[src/rtl/fetch_unit.sv]
// fetch_unit: PC generation, in-order instruction buffer and flush-on-redirect fetch stage
module fetch_unit #(
    parameter logic [31:0] RESET_PC = 32'h0000_0000,
    parameter int          DEPTH    = 2
) (
    input  logic        clock,
    input  logic        reset,
    output logic        imem_req,
    output logic [31:0] imem_addr,
    input  logic        imem_ready,
    input  logic        imem_rvalid,
    input  logic [31:0] imem_rdata,
    input  logic        redirect_valid,
    input  logic [31:0] redirect_pc,
    output logic        instr_valid,
    input  logic        instr_ready,
    output logic [31:0] instruction,
    output logic [31:0] instr_pc
);
    localparam int AW = $clog2(DEPTH);
    localparam int PW = AW + 1;
    localparam int CW = $clog2(DEPTH + 1);
    localparam logic [31:0] NOP = 32'h0000_0013;

    logic [31:0]      fetch_pc;
    logic [31:0]      pc_q   [DEPTH];
    logic [31:0]      data_q [DEPTH];
    logic [DEPTH-1:0] filled;
    logic [PW-1:0]    alloc_ptr, fill_ptr, read_ptr, occupancy;
    logic [CW-1:0]    discard;
    logic             issue, pop;

    assign occupancy   = alloc_ptr - read_ptr;
    // discarded responses still hold a memory slot, so they count against credits
    assign imem_req    = !reset && !redirect_valid && (32'(occupancy) + 32'(discard) < 32'(DEPTH));
    assign imem_addr   = fetch_pc;
    assign instr_valid = !reset && !redirect_valid && occupancy != '0 && filled[read_ptr[AW-1:0]];
    assign instruction = instr_valid ? data_q[read_ptr[AW-1:0]] : NOP;
    assign instr_pc    = instr_valid ? pc_q[read_ptr[AW-1:0]] : 32'h0;
    assign issue       = imem_req && imem_ready;
    assign pop         = instr_valid && instr_ready;

    always_ff @(posedge clock) begin
        if (reset) begin
            fetch_pc  <= RESET_PC;
            alloc_ptr <= '0;
            fill_ptr  <= '0;
            read_ptr  <= '0;
            filled    <= '0;
            discard   <= '0;
        end else if (redirect_valid) begin
            fetch_pc  <= redirect_pc & ~32'h3;
            alloc_ptr <= read_ptr;
            fill_ptr  <= read_ptr;
            filled    <= '0;
            discard   <= discard + CW'(alloc_ptr - fill_ptr) - CW'(imem_rvalid);
        end else begin
            if (issue) begin
                pc_q[alloc_ptr[AW-1:0]]   <= fetch_pc;
                filled[alloc_ptr[AW-1:0]] <= 1'b0;
                alloc_ptr                 <= alloc_ptr + PW'(1);
                fetch_pc                  <= fetch_pc + 32'd4;
            end
            if (imem_rvalid && discard != '0) begin
                discard <= discard - CW'(1);
            end else if (imem_rvalid) begin
                data_q[fill_ptr[AW-1:0]] <= imem_rdata;
                filled[fill_ptr[AW-1:0]] <= 1'b1;
                fill_ptr                 <= fill_ptr + PW'(1);
            end
            if (pop) begin
                filled[read_ptr[AW-1:0]] <= 1'b0;
                read_ptr                 <= read_ptr + PW'(1);
            end
        end
    end
endmodule

[config.mk]
export PLATFORM = sky130hd
export DESIGN_NAME = fetch_unit
export DESIGN_NICKNAME = d
export VERILOG_FILES = /design/src/rtl/fetch_unit.sv
export SDC_FILE = /design/constraint.sdc
export NUM_CORES = 1
export LEC_CHECK = 0
export CAP_MARGIN = 25
export CELL_PAD_IN_SITES_DETAIL_PLACEMENT = 0
export CELL_PAD_IN_SITES_GLOBAL_PLACEMENT = 2
export CORE_ASPECT_RATIO = 1.75
export CORE_MARGIN = 2
export CORE_UTILIZATION = 33
export DETAILED_ROUTE_END_ITERATION = 8
export PLACE_DENSITY = 0.76
export SYNTH_ARGS = -nofsm -noshare
export SYNTH_HDL_FRONTEND = slang
export SYNTH_SLANG_ARGS = --single-unit
[constraint.sdc]
create_clock -name clock -period 5.8 [get_ports clock]
set_clock_uncertainty 0.05 [all_clocks]
set_input_delay 1.16 -clock clock [delete_from_list [all_inputs] [get_ports clock]]
set_output_delay 1.16 -clock clock [all_outputs]
set_load 0.05 [all_outputs]
==> reports/results.ini <==
[drt]
wl_met2_um = 10130
top_layer = met4
wl_per_cell_um = 17.97
met1Wirelength_um = 7249
dr.pass1.iters = 4
first_iter_violations = 325
drc = 0
wl_met3_um = 747
vias = 5007
ant_nets = 0
wirelength_um = 18670
vias_per_cell = 4.819

[placed_design]
gp_congestion = 0.8308
post-place-ws_ns = 1.347
io_buffers = 161
dp_hpwl_um = 13330
place_area_mm2 = 0.009534

[synth]
yosysSeqAreaShare_pct = 63.37
synth.most_common_cell = edfxtp_1
syn_area_mm2 = 0.007171
yosys.area.top_type = edfxtp_1
yosys_most_used_dff = edfxtp_1
ys_seq_elements = 165
ys_types = 55
synth_common_cells = 124 x edfxtp_1, 86 x nor2_1, 67 x mux2i_1
synth_edf_count = 124
synth_top_area_share_pct = 51.93
ys_top_cells_by_area = edfxtp_1 52%, dfxtp_1 11%, mux2i_1 9.4%
avgSynthCellArea_um2 = 12.47
netlist_instances = 575
async_flop_share_pct = 0
yosys_warnings = 0

[global_route]
grt_pass1_wl_um = 28620
antenna_found_initial = 0
grt_max_degree = 44
grt_pass1_vias = 5189
grtUsageTotal_pct = 16.54
overflow = 0

[finish]
syn_to_final_growth_pct = 40.46
final_util_pct = 47.05
multi_input_area_mm2 = 0.002431
final_cell_area_mm2 = 0.01007
regArea_mm2 = 0.004548
drive_gt1_share_pct = 16.06
antenna_cells = 0
fill_cells = 1957
nets = 811

[worst_setup_path]
cp_max_fo = 41
endpoint_kind = primary output
critical_path_class = in -> out
required_ns = 4.59
crit_arrival_ns = 3.25
start_kind = input pin

[power]
clkPwrFrac_pct = 38.9
p_int_mw = 2.028
swShare_pct = 23.83
power_frac_comb_pct = 10.4
seqPwrFrac_pct = 50.7
p_sw_mw = 0.6347
peakVddDrop_v = 0.0001828
power_density_mw_per_mm2 = 264.4
leakagePower_nw = 3.377

[die]
ios = 168
die_x_um = 115.4
core_mm2 = 0.02141
rows = 71
start_util_pct = 33.49
fp.dieH_um = 199.0
die_area_mm2 = 0.02297

[sta]
fmax_mhz = 224.4
finalHoldViolCount = 0
whs_ns = 0.4888
tightestPinTransition_ns = 0.8480
relSlewSlack_pct = 43.41
rsz0062_at_grt = false
fin_ws_ns = 1.344
finalCritPeriodShare_pct = 76.82
finalMaxSlewViolations = 0
finalSetupViolCount = 0
fin_setup_tns_ns = 0
min_period_ns = 4.456

[clock_network]
cts_root_buffer = clkbuf_16
clk_pin_slew_worst_paths_ns = 0.06
post_cts.repair.setup_buffers = 0
cts_hold_buf = 0
cts_tree = done
clk_latency_ns = 0.42
ctsResizeCount = 0
cts_sinks = 165
cts_buffers = 17
cts.path.max_buffers = 2
htree_levels = 4

[hold_path]
hold_class = reg -> reg

[status]
status = finished, final reports clean

[job]
maxCapViolations = 0

==> cells in the final DEF (no fill, tap or decap), types with 5 or more instances in the layout <==
cell	Yosys	final
buf_12	0	47
nand4_1	8	8
edfxtp_1	124	124
buf_4	4	27
nand3_1	14	14
o22ai_1	9	9
nor2_1	86	85
mux2i_1	67	67
a31oi_1	9	9
and3_1	7	7
clkdlybuf4s50_1	0	98
inv_1	16	16
nand2_1	29	29
xnor2_1	13	13
nor3_1	9	7
xor2_1	5	5
o21ai_0	9	9
and2_1	6	6
a21oi_1	29	29
dfxtp_1	41	40
clkbuf_16	0	17
clkinv_2	1	6
==> registers in the layout (all words and copies together), names as in the netlist, named ones only <==
| name | cells |
|---|---|
| filled | 2 |
| read_ptr | 2 |
| fill_ptr | 2 |
| imem_addr | 30 |
| discard | 2 |
| alloc_ptr | 2 |
| data_q | 64 |
| pc_q | 60 |
==> final timing paths <==
check                 startpoint     endpoint  slack (ns)  cells past startpoint
setup / recovery  redirect_valid  instr_pc[3]        1.34                      6
hold / removal     imem_addr[26]  pc_q[1][26]        0.49                      0
setup reg to reg    alloc_ptr[0]  pc_q[1][17]        2.24                      9
hold reg to reg    imem_addr[26]  pc_q[1][26]        0.49                      0
==> worst max-delay path, stage by stage <==
cell and delay (ns):
clkdlybuf4s50_1 0.42, or2_2 0.38, a211o_2 0.55, buf_12 0.27, nor2_1 0.25, buf_12 0.18
==> metrics by stage <==
step	power (mW)	instances
after floorplan	1.530	578
after global placement	1.650	1006
after detailed placement	1.656	1007
after CTS	2.698	1039
after global routing	2.765	1039
final	2.663	1039
==> power groups by stage <==
stage	logic [mW]	clock network, mW	registers, mW
2_1_floorplan	0.121	0	1.41
3_3_place_gp	0.276	0	1.37
3_5_place_dp	0.280	0	1.38
4_1_cts	0.282	1.07	1.35
5_1_grt	0.302	1.11	1.36
6_report	0.278	1.04	1.35
==> final cells by class <==
type                    count  share of cell area (%)
clock buffers              22                   4.509
clock inverters            10                  0.8323
inverters                  17                  0.6460
multi-input cells         361                   24.14
flip-flops and latches    165                   45.16
well taps                 292                   3.627
repair buffers            172                   21.09
==> layer usage <==
layer / vias up / global-route usage, %
met3: 26 / 3.047
met2: 138 / 30.21
met5: - / 0
met1: 2423 / 18.33
met4: 0 / 7.274
li1: 2420 / -
==> kinds of logic after synthesis <==
logic type	synth area share [%]
compound gates	6.962
xor+xnor	2.513
fa+ha+maj	1.536
buf+inv	3.141
flops	63.37
mux	9.667
other cells	0.05230
simple gates	12.76
No activity file was read; power rests on OpenSTA's default activity.
